## src/rtl/huff_pkg.sv

```systemverilog
// Shared constants and FSM encoding for the Huffman bit-buffer feed controller.
package huff_pkg;

  localparam int HUFF_MAX_CODE = 9;
  localparam int HUFF_WORD_W   = 8;
  localparam int HUFF_CHUNK_W  = 4;
  localparam int HUFF_OCC_W    = $clog2(HUFF_MAX_CODE + 1);

  typedef enum logic [1:0] {
    IDLE  = 2'd0,
    FEED  = 2'd1,
    DRAIN = 2'd2
  } huff_state_e;

endpackage

```

## src/rtl/huff_chunk_sel.sv

```systemverilog
// Picks the next load chunk: min(CHUNK_W, rem) bits from the top of the word,
// right-aligned so the buffer sees them in its low ld_len bits.
module huff_chunk_sel #(
  parameter  int WORD_W  = 8,
  parameter  int CHUNK_W = 4,
  localparam int REM_W   = $clog2(WORD_W + 1),
  localparam int LEN_W   = $clog2(CHUNK_W + 1)
) (
  input  logic [WORD_W-1:0]  word_sr,
  input  logic [REM_W-1:0]   rem,
  output logic [LEN_W-1:0]   len,
  output logic [CHUNK_W-1:0] bits
);

  logic [CHUNK_W-1:0] head;
  assign head = word_sr[WORD_W-1 -: CHUNK_W];

  always_comb begin
    len  = (rem >= REM_W'(CHUNK_W)) ? LEN_W'(CHUNK_W) : LEN_W'(rem);
    bits = head >> (LEN_W'(CHUNK_W) - len);
  end

endmodule

```

## src/rtl/huff_feed_ctrl.sv

```systemverilog
// Feeds byte-wide stream words into the decoder bit buffer in <=CHUNK_W loads,
// mirroring occupancy so a load never coincides with a consume.
module huff_feed_ctrl
  import huff_pkg::*;
#(
  parameter  int MAX_CODE = HUFF_MAX_CODE,
  parameter  int WORD_W   = HUFF_WORD_W,
  parameter  int CHUNK_W  = HUFF_CHUNK_W,
  localparam int OCC_W    = $clog2(MAX_CODE + 1),
  localparam int REM_W    = $clog2(WORD_W + 1),
  localparam int LEN_W    = $clog2(CHUNK_W + 1)
) (
  input  logic               clk,
  input  logic               reset,
  input  logic [WORD_W-1:0]  s_data,
  input  logic               s_valid,
  input  logic               s_last,
  input  logic [REM_W-1:0]   s_last_bits,
  output logic               s_ready,
  input  logic               cons_valid,
  input  logic [OCC_W-1:0]   cons_len,
  output logic               ld_valid,
  output logic [CHUNK_W-1:0] ld_bits,
  output logic [LEN_W-1:0]   ld_len,
  output logic [OCC_W-1:0]   occupancy,
  output logic               eos,
  output logic               err_underflow
);

  localparam int SUM_W = OCC_W + 1;

  huff_state_e        state_q, state_d;
  logic [WORD_W-1:0]  word_sr_q, word_sr_d;
  logic [REM_W-1:0]   rem_q, rem_d;
  logic               held_last_q, held_last_d;
  logic [OCC_W-1:0]   occupancy_q, occupancy_d;
  logic               err_q, err_d;
  logic               eos_q, eos_d;

  logic [LEN_W-1:0]   chunk_len;
  logic [CHUNK_W-1:0] chunk_bits;
  logic [SUM_W-1:0]   occ_sum;
  logic               fits, last_chunk, accept, cons_ok, cons_bad;
  logic [REM_W-1:0]   last_cnt;

  huff_chunk_sel #(.WORD_W(WORD_W), .CHUNK_W(CHUNK_W)) u_chunk_sel (
    .word_sr (word_sr_q),
    .rem     (rem_q),
    .len     (chunk_len),
    .bits    (chunk_bits)
  );

  assign ld_bits       = chunk_bits;
  assign ld_len        = chunk_len;
  assign occupancy     = occupancy_q;
  assign eos           = eos_q;
  assign err_underflow = err_q;

  // Sum kept one bit wider so a full buffer plus a chunk cannot wrap into "fits".
  assign occ_sum    = SUM_W'(occupancy_q) + SUM_W'(chunk_len);
  assign fits       = occ_sum <= SUM_W'(MAX_CODE);
  assign last_chunk = REM_W'(chunk_len) == rem_q;
  assign accept     = s_valid && s_ready;
  assign cons_ok    = cons_valid && (cons_len != '0) && (cons_len <= occupancy_q);
  assign cons_bad   = cons_valid && (cons_len > occupancy_q);
  assign last_cnt   = ((s_last_bits == '0) || (s_last_bits > REM_W'(WORD_W)))
                      ? REM_W'(WORD_W) : s_last_bits;

  always_ff @(posedge clk or negedge reset) begin
    if (!reset) state_q <= IDLE;
    else        state_q <= state_d;
  end

  always_comb begin
    state_d = state_q;
    case (state_q)
      IDLE:  if (accept) state_d = FEED;
      FEED:  if (ld_valid && last_chunk)
               state_d = held_last_q ? DRAIN : (accept ? FEED : IDLE);
      DRAIN: if (occupancy_q == '0) state_d = IDLE;
      default: state_d = IDLE;
    endcase
  end

  // Consume wins over load; reset forces both strobes low asynchronously.
  always_comb begin
    ld_valid = 1'b0;
    s_ready  = 1'b0;
    if (reset) begin
      ld_valid = (state_q == FEED) && !cons_valid && fits;
      s_ready  = (state_q == IDLE) || (ld_valid && last_chunk && !held_last_q);
    end
  end

  always_comb begin
    word_sr_d   = word_sr_q;
    rem_d       = rem_q;
    held_last_d = held_last_q;
    occupancy_d = occupancy_q;
    err_d       = err_q || cons_bad;
    eos_d       = (state_q == DRAIN) && (occupancy_q == '0);
    if (accept) begin
      word_sr_d   = s_data;
      rem_d       = s_last ? last_cnt : REM_W'(WORD_W);
      held_last_d = s_last;
    end else if (ld_valid) begin
      word_sr_d = word_sr_q << chunk_len;
      rem_d     = rem_q - REM_W'(chunk_len);
    end
    if (ld_valid)     occupancy_d = occupancy_q + OCC_W'(chunk_len);
    else if (cons_ok) occupancy_d = occupancy_q - cons_len;
  end

  always_ff @(posedge clk or negedge reset) begin
    if (!reset) begin
      word_sr_q   <= '0;
      rem_q       <= '0;
      held_last_q <= 1'b0;
      occupancy_q <= '0;
      err_q       <= 1'b0;
      eos_q       <= 1'b0;
    end else begin
      word_sr_q   <= word_sr_d;
      rem_q       <= rem_d;
      held_last_q <= held_last_d;
      occupancy_q <= occupancy_d;
      err_q       <= err_d;
      eos_q       <= eos_d;
    end
  end

endmodule

```

## config.mk

```make
export PLATFORM = sky130hd
export DESIGN_NAME = huff_feed_ctrl
export DESIGN_NICKNAME = d
export VERILOG_FILES = /design/src/rtl/huff_pkg.sv /design/src/rtl/huff_chunk_sel.sv /design/src/rtl/huff_feed_ctrl.sv
export SDC_FILE = /design/constraint.sdc
export NUM_CORES = 1
export LEC_CHECK = 0
export ABC_CLOCK_PERIOD_IN_PS = 3300
export CAP_MARGIN = 25
export CELL_PAD_IN_SITES_DETAIL_PLACEMENT = 1
export CELL_PAD_IN_SITES_GLOBAL_PLACEMENT = 1
export CORE_MARGIN = 3
export CORE_UTILIZATION = 34
export DETAILED_ROUTE_END_ITERATION = 12
export GPL_ROUTABILITY_DRIVEN = 0
export HOLD_SLACK_MARGIN = 0.02
export PLACE_DENSITY_LB_ADDON = 0.25
export SLEW_MARGIN = 5
export SYNTH_ARGS = -nofsm -noshare
export SYNTH_HDL_FRONTEND = slang
export SYNTH_SLANG_ARGS = --single-unit
```

## constraint.sdc

```tcl
create_clock -name clk -period 3.3 [get_ports clk]
set_input_delay 0.825 -clock clk [delete_from_list [all_inputs] [get_ports clk]]
set_output_delay 0.825 -clock clk [all_outputs]
set_load 0.01 [all_outputs]
```

=== Word level (Yosys, flattened, before mapping) ===
Index checks and enable logic that the tools add are counted.

* Bits in registers: 21
* Bits of input ports: 21
* Output and inout port bits: 15
* Logic and storage cells: 64

* Add/subtract/negate cells: 5
* Magnitude comparators: 5
* Equality and inequality tests: 6
* Shifts and indexed selects: 2
* Muxes and demuxes: 17
* Reduce and logical (&&, ||, !) cells: 22

{| class="wikitable"
|+ Operator list
! cell !! number
|-
| two-way mux 4 bit || 6
|-
| two-way mux 8 bit || 2
|-
| logical AND 1 bit || 10
|-
| logical NOT 4 bit || 2
|-
| two-way mux 2 bit || 4
|-
| << shifter 8 x 3 -> 8 bit || 1
|-
| inequality test 2 bit, second input constant || 3
|-
| case mux 2 bit (3 select lines) || 1
|-
| adder 4 x 3 -> 5 bit || 1
|-
| <= comparator 5 x 4 -> 1 bit, second input constant || 1
|-
| adder 4 x 3 -> 4 bit || 1
|-
| equality test 3 x 4 -> 1 bit || 1
|-
| greater-or-equal comparator 4 x 3 -> 1 bit, second input constant || 1
|-
| > comparator 4 bit || 1
|-
| > comparator 4 bit, second input constant || 1
|-
| <= comparator 4 bit || 1
|-
| nonzero test 2 bit || 2
|-
| nonzero test 4 bit || 1
|-
| >> shifter 4 x 3 -> 4 bit || 1
|-
| subtractor 4 x 3 -> 4 bit || 1
|-
| subtractor 4 bit || 1
|-
| logical OR 1 bit || 3
|-
| two-way mux 1 bit || 3
|-
| two-way mux 3 bit || 1
|-
| other kinds (6) || 7
|}

=== Depth between registers and ports, before layout ===
* Depth after elaboration: 14
* Depth in mapped cells: 14
* Depth with buffers taken out: 13

=== Hierarchy ===
Synthesis repeated with hierarchy kept, for this count alone.

* Cells, all modules: 187
* Area, all modules: 1884.3 um^2

{| class="wikitable"
|+ By module, submodules not included
! module !! instances !! cells an instance !! area each (um^2) !! seq. area each (um^2)
|-
| huff_feed_ctrl || 1 || 168 || 1715.4 || 525.5
|-
| huff_chunk_sel || 1 || 19 || 168.9 || 0.0
|}

=== Worst setup path after synthesis ===
OpenSTA, ideal clock, no wires.

* Path kind: flip-flop to output port
* Start: reg rem_q[2]
* End: out s_ready
* Arrival: 2.851 ns
* Required time: 2.475 ns
* Path slack: -0.376 ns
* Cell stages (with the launch flop): 13
* Path buffers: 2
* Path through: dfrtp_1 -> nor2_1 -> clkbuf_1 -> and2_1 -> inv_1 -> fa_1 -> xor2_1 -> a22oi_1 -> o32a_2 -> buf_6 -> clkinv_4 -> nand2_1 -> o21bai_1

* Word-level cells in the longest chain between the ends: 9
* Elaborated cells on any way between the ends: 10
* Those cells by class: add/sub: 1; order compare: 2; eq/ne: 1; mux: 2; reduce/logical: 4

{| class="wikitable"
|+ Ends and longest elaborated chain
! item !! line !! RTL
|-
| start, declared || huff_feed_ctrl.sv:34 || <nowiki>logic [REM_W-1:0] rem_q, rem_d;</nowiki>
|-
| start signal, assigned || huff_feed_ctrl.sv:124 || <nowiki>rem_q <= rem_d;</nowiki>
|-
| greater-or-equal comparator 4 x 3 -> 1 bit (*) || huff_chunk_sel.sv:19 || <nowiki>len = (rem >= REM_W'(CHUNK_W)) ? LEN_W'(CHUNK_W) : LEN_W'(rem);</nowiki>
|-
| two-way mux 3 bit (*) || huff_chunk_sel.sv:19 ||
|-
| via ld_len[1] || huff_feed_ctrl.sv:24 || <nowiki>output logic [LEN_W-1:0] ld_len,</nowiki>
|-
| adder 4 x 3 -> 5 bit || huff_feed_ctrl.sv:60 || <nowiki>assign occ_sum = SUM_W'(occupancy_q) + SUM_W'(chunk_len);</nowiki>
|-
| <= comparator 5 x 4 -> 1 bit || huff_feed_ctrl.sv:61 || <nowiki>assign fits = occ_sum <= SUM_W'(MAX_CODE);</nowiki>
|-
| logical AND 1 bit || huff_feed_ctrl.sv:90 || <nowiki>ld_valid = (state_q == FEED) && !cons_valid && fits;</nowiki>
|-
| logical AND 1 bit (*) (2 in a row) || huff_feed_ctrl.sv:91 || <nowiki>s_ready = (state_q == IDLE) || (ld_valid && last_chunk && !held_last_q);</nowiki>
|-
| logical OR 1 bit (*) || huff_feed_ctrl.sv:91 ||
|-
| two-way mux 1 bit (*) || huff_feed_ctrl.sv:89 || <nowiki>if (reset) begin</nowiki>
|-
| end, declared || huff_feed_ctrl.sv:19 || <nowiki>output logic s_ready,</nowiki>
|}

The timed path passes the listed nets; every way through them passes the cells marked *.

=== Worst setup path after layout ===
* Start: reg rem_q[3]
* End: out ld_valid

* Word-level cells in the longest chain between the ends: 6

{| class="wikitable"
|+ Ends and longest elaborated chain
! item !! line !! RTL
|-
| greater-or-equal comparator 4 x 3 -> 1 bit || huff_chunk_sel.sv:19 ||
|-
| two-way mux 3 bit || huff_chunk_sel.sv:19 ||
|-
| adder 4 x 3 -> 5 bit || huff_feed_ctrl.sv:60 ||
|-
| <= comparator 5 x 4 -> 1 bit || huff_feed_ctrl.sv:61 ||
|-
| logical AND 1 bit || huff_feed_ctrl.sv:90 ||
|-
| two-way mux 1 bit || huff_feed_ctrl.sv:89 ||
|-
| end, declared || huff_feed_ctrl.sv:22 || <nowiki>output logic ld_valid,</nowiki>
|}

No other way between the ends.

==> metrics.md <==
| Metric | Value |
|---|---|
| Outcome | `finished, violations left` |
| Violated checks | `setup timing` |
| Final hold violations | `0` |
| Critical R2R Capture | `word_sr_q[7]` |
| Worst hold slack | `~0.47 ns` |
| Post-synthesis register bit count | `21` |
| Final standard cell area without fillers | `0.002566 mm^2` |
| Bufs on Longest Clock Path | `2` |
| Cts bufs inserted | `3` |
| Final WL | `5.699 mm` |
| Antenna fix cells | `0` |
| Via-per-instance ratio | `5.359` |
| RSZ-0062 raised after global routing | `yes` |
| Total of max-cap violations | `0` |
| Total negative setup slack | `-0.3544 ns` |
| Data required time of the worst path | `2.47 ns` |
| Setup WS post-layout | `-0.1803 ns` |
| Final cycle utilization of the critical path | `105.5%` |
| Horizontal extent of the die | `77.37 um` |
| Cell count after synthesis | `209` |
| Count of nets left with antenna violations after detail routing | `0` |
| Flop-to-flop setup slack | `0.20 ns` |
| Initial core utilization | `35.95%` |
| Logic depth of the worst path, buffers included | `13` |
| CP max FO | `3` |
| Buf+Inv Stages, Crit Path | `7` |
| CP endpoint kind | `output port` |
| Post-Synthesis Cell Area | `0.001732 mm^2` |
| Shortest clock period the worst path allows after layout | `3.480 ns` |
| Insertion delay of the later-clocked pin in the worst-skew pair | `0.28 ns` |
| WL per Instance | `around 17 um` |
| Number of primary I/O pins | `36` |
| Slowest library cell on the worst path | `sky130_fd_sc_hd__dfrtp_1` |
| Initial antenna violation count | `0` |
| Core area | `approximately 0.0048 mm^2` |
| Leakage power total | `1.139 nW` |
| Mean instance size in the synthesized netlist | `8.285 um^2` |
| Reg2reg start | `rem_q[3]` |
| Final routed DRC violation total | `0` |
| Clock slew at the register clock pins of the worst setup and hold paths | `0.09 ns` |
| CTS tree | `done` |
| Pin count of the biggest net entering global routing | `23` |
| Synthesis warning total | `0` |
| Delay of the slowest critical-path stage | `0.43 ns` |
| Number of enable-type register cells in the synthesized netlist | `0` |
| Clock skew after layout | `0.01619 ns` |
| Final setup fails | `2` |
| Vertical die dimension | `77.37 um` |
| Post-synthesis net count | `242` |
| Crit path launch | `rem_q[3]` |
| Share of synthesized area occupied by flip-flops and latches | `30.35%` |
| Number of nets in the final layout | `roughly 310` |
| Number of fillers in the final layout | `around 590` |
| GRT Util Overall | `19.41%` |
| Overall power consumption | `0.002432 W` |
| Placement row count | `25` |
| Port Buf Inserts | `35` |
| Largest delay share family, worst path | `buffers and inverters` |
| Achievable frequency | `between 0.2 and 0.3 GHz` |
| Pre-Repair DR Iteration Count | `4` |
| Via count of the first global-routing pass | `1946` |
| Area growth from synthesis to layout | `48.19%` |
| Hold buffer count at cts | `0` |
| Total global routing overflow | `0` |
| Cell Chain, Critical Path | `nor2_4, buf_6, and2_4, buf_4, buf_4, ha_1, and3_1, a211oi_2, o32a_2, clkinv_4, buf_4, buf_6, buf_6` |
| CTS sink cnt | `21` |
| Worst Reg-to-Reg Cells | `15` |
| Via count | `1849` |
| Class of the most critical hold timing path | `reg -> reg` |
| Startpoint Class | `flip-flop` |
| Number of library cell types mapped by synthesis | `50` |
| 1st-iter DRT viols | `44` |
| Most used DFF post-synth | `sky130_fd_sc_hd__dfrtp_1` |
| Worst hold path cell count | `1` |
| Placed cell areas | `about 0.0024 mm^2` |
| Sum of net half-perimeters after detailed placement | `slightly above 4 mm` |
| Worst Path Class, Setup | `reg -> out` |
| Worst IR Drop VDD | `about 0.00031 V` |
| First-pass GRT wire length | `9.315 mm` |
| Async S/R FF share, synth | `between 90% and 100%` |
| Max H-tree Level | `1` |
| Arrival time of data at the critical path endpoint | `2.66 ns` |
| Power density cells | `between 900 and 1000 mW/mm^2` |
| Capture point of the worst path | `ld_valid` |
| Layout cells sized above 1 | `24.46%` |
| Number of max-slew violations in the final report | `0` |
| Die Footprint | `0.005985 mm^2` |
| CTS root buf | `sky130_fd_sc_hd__clkbuf_8` |
-- Yosys cell counts (all sizes together) (2+ instances only) --
master | n | area, um^2
o32ai | 3 | 26.28
a21o | 5 | 37.54
o311ai | 2 | 17.52
a221oi | 2 | 17.52
mux2 | 3 | 33.78
nand2 | 20 | 82.58
a211oi | 2 | 15.01
fa | 2 | 40.04
a31oi | 5 | 31.28
nor4 | 3 | 18.77
buf | 2 | 15.01
and2 | 2 | 12.51
o21ai | 9 | 45.04
dfrtp | 21 | 525.5
inv | 16 | 60.06
clkbuf | 6 | 22.52
and3 | 3 | 18.77
a221o | 2 | 20.02
clkinv | 2 | 12.51
mux2i | 11 | 110.1
nor3b | 4 | 30.03
ha | 10 | 125.1
nand4 | 2 | 12.51
nor2b | 3 | 18.77
nor2 | 14 | 52.55
nand3 | 11 | 55.05
nor3 | 3 | 15.01
a21oi | 22 | 110.1
or3 | 2 | 12.51
-- worst min path at each step --
stage	startpoint	endpoint	slack, ns
floorplan	state_q[1]	state_q[0]	0.44
global placement	err_underflow	err_underflow	0.44
detailed placement	err_underflow	err_underflow	0.46
CTS	err_underflow	err_underflow	0.48
global route	err_underflow	err_underflow	0.48
finish	err_underflow	err_underflow	0.47
-- area by class of cell --
cell class | count | area, um^2 | area share, %
Timing Repair Buffer | 73 | 651.9 | 25.40
Sequential cell | 21 | 525.5 | 20.48
Clock buffer | 3 | 41.29 | 1.609
Multi-Input combinational cell | 162 | 1180 | 45.98
Tap cell | 67 | 83.83 | 3.267
Inverter | 18 | 78.83 | 3.072
Clock inverter | 1 | 5.005 | 0.1950
-- kinds of logic (layout without fill, tap and decap cells) --
logic type               count (synthesis)  count (layout)  share of synthesized area (%)
buffers and inverters                   26              95                          6.358
multiplexers                            14              14                          8.309
AND/OR/NAND/NOR                         72              72                          21.32
other                                    1               1                         0.2166
AO/OA/AOI/OAI                           61              61                          22.91
adder cells (fa/ha/maj)                 12              12                          9.538
XOR/XNOR                                 2               2                          1.012
flip-flops                              21              21                          30.35
-- registers in the layout, summed over array words and instances (netlist names) --
signal and flops:
rem_q 4, err_underflow 1, state_q 2, held_last_q 1, eos 1, word_sr_q 8, occupancy 4
-- power breakdown --
group	switching, W	total, W	internal (W)	leakage (nW)
sequential	0.000120	0.000485	0.000365	0.255
combinational	0.000885	0.00176	0.000880	0.859
clock	0.0000976	0.000182	0.0000846	0.0255
-- cell usage in the layout (no fill, tap or decap), types with 2 or more instances in the layout --
cell type                          n
sky130_fd_sc_hd__or3_1             2
sky130_fd_sc_hd__nand2_1          17
sky130_fd_sc_hd__dlygate4sd2_1     3
sky130_fd_sc_hd__nor3_1            2
sky130_fd_sc_hd__a221o_1           2
sky130_fd_sc_hd__a21o_1            5
sky130_fd_sc_hd__nand4_1           2
sky130_fd_sc_hd__o32ai_1           3
sky130_fd_sc_hd__clkbuf_8          3
sky130_fd_sc_hd__a21oi_1          22
sky130_fd_sc_hd__inv_1            13
sky130_fd_sc_hd__ha_1              7
sky130_fd_sc_hd__inv_2             2
sky130_fd_sc_hd__o21ai_0           8
sky130_fd_sc_hd__nand3_1          11
sky130_fd_sc_hd__a221oi_1          2
sky130_fd_sc_hd__clkdlybuf4s50_1  29
sky130_fd_sc_hd__buf_4            34
sky130_fd_sc_hd__nor2_1           13
sky130_fd_sc_hd__nor2b_1           3
sky130_fd_sc_hd__nor3b_1           3
sky130_fd_sc_hd__and3_1            3
sky130_fd_sc_hd__mux2_2            3
sky130_fd_sc_hd__buf_6             6
sky130_fd_sc_hd__nand2_4           2
sky130_fd_sc_hd__mux2i_1          11
sky130_fd_sc_hd__o311ai_0          2
sky130_fd_sc_hd__a31oi_1           5
sky130_fd_sc_hd__ha_4              2
sky130_fd_sc_hd__dfrtp_1          21
sky130_fd_sc_hd__nor4_1            3
-- layer usage --
metal / vias up / GRT usage, % / part of all wire, %
met2: 37 / 32.99 / 48
met5: - / 0 / 0
met3: 10 / 2.668 / 3.3
li1: 903 / - / -
met4: 0 / 8.897 / 2.5
met1: 899 / 24.30 / 46
-- through the flow --
| stage | cells | setup slack, ns | util (%) |
|---|---|---|---|
| final | 345 | -0.1803 | 53.27 |
| after global routing | 345 | -0.2864 | 53.27 |
| after CTS | 342 | -0.1838 | 51.61 |
| after detailed placement | 333 | -0.5558 | 49.14 |
| after global placement | 333 | -0.5321 | 49.14 |
| after floorplan | 209 | 0.03112 | - |
-- timing repair --
| item | CTS | global route |
|---|---|---|
| resized for setup | 23 | 13 |
| endpoints found under the hold margin | 0 | 0 |
| endpoints found under the setup margin | 6 | 6 |
| pin swaps | 6 | 6 |
| setup buffers | 5 | 3 |
Note: power is estimated with default switching activity, not from simulation.
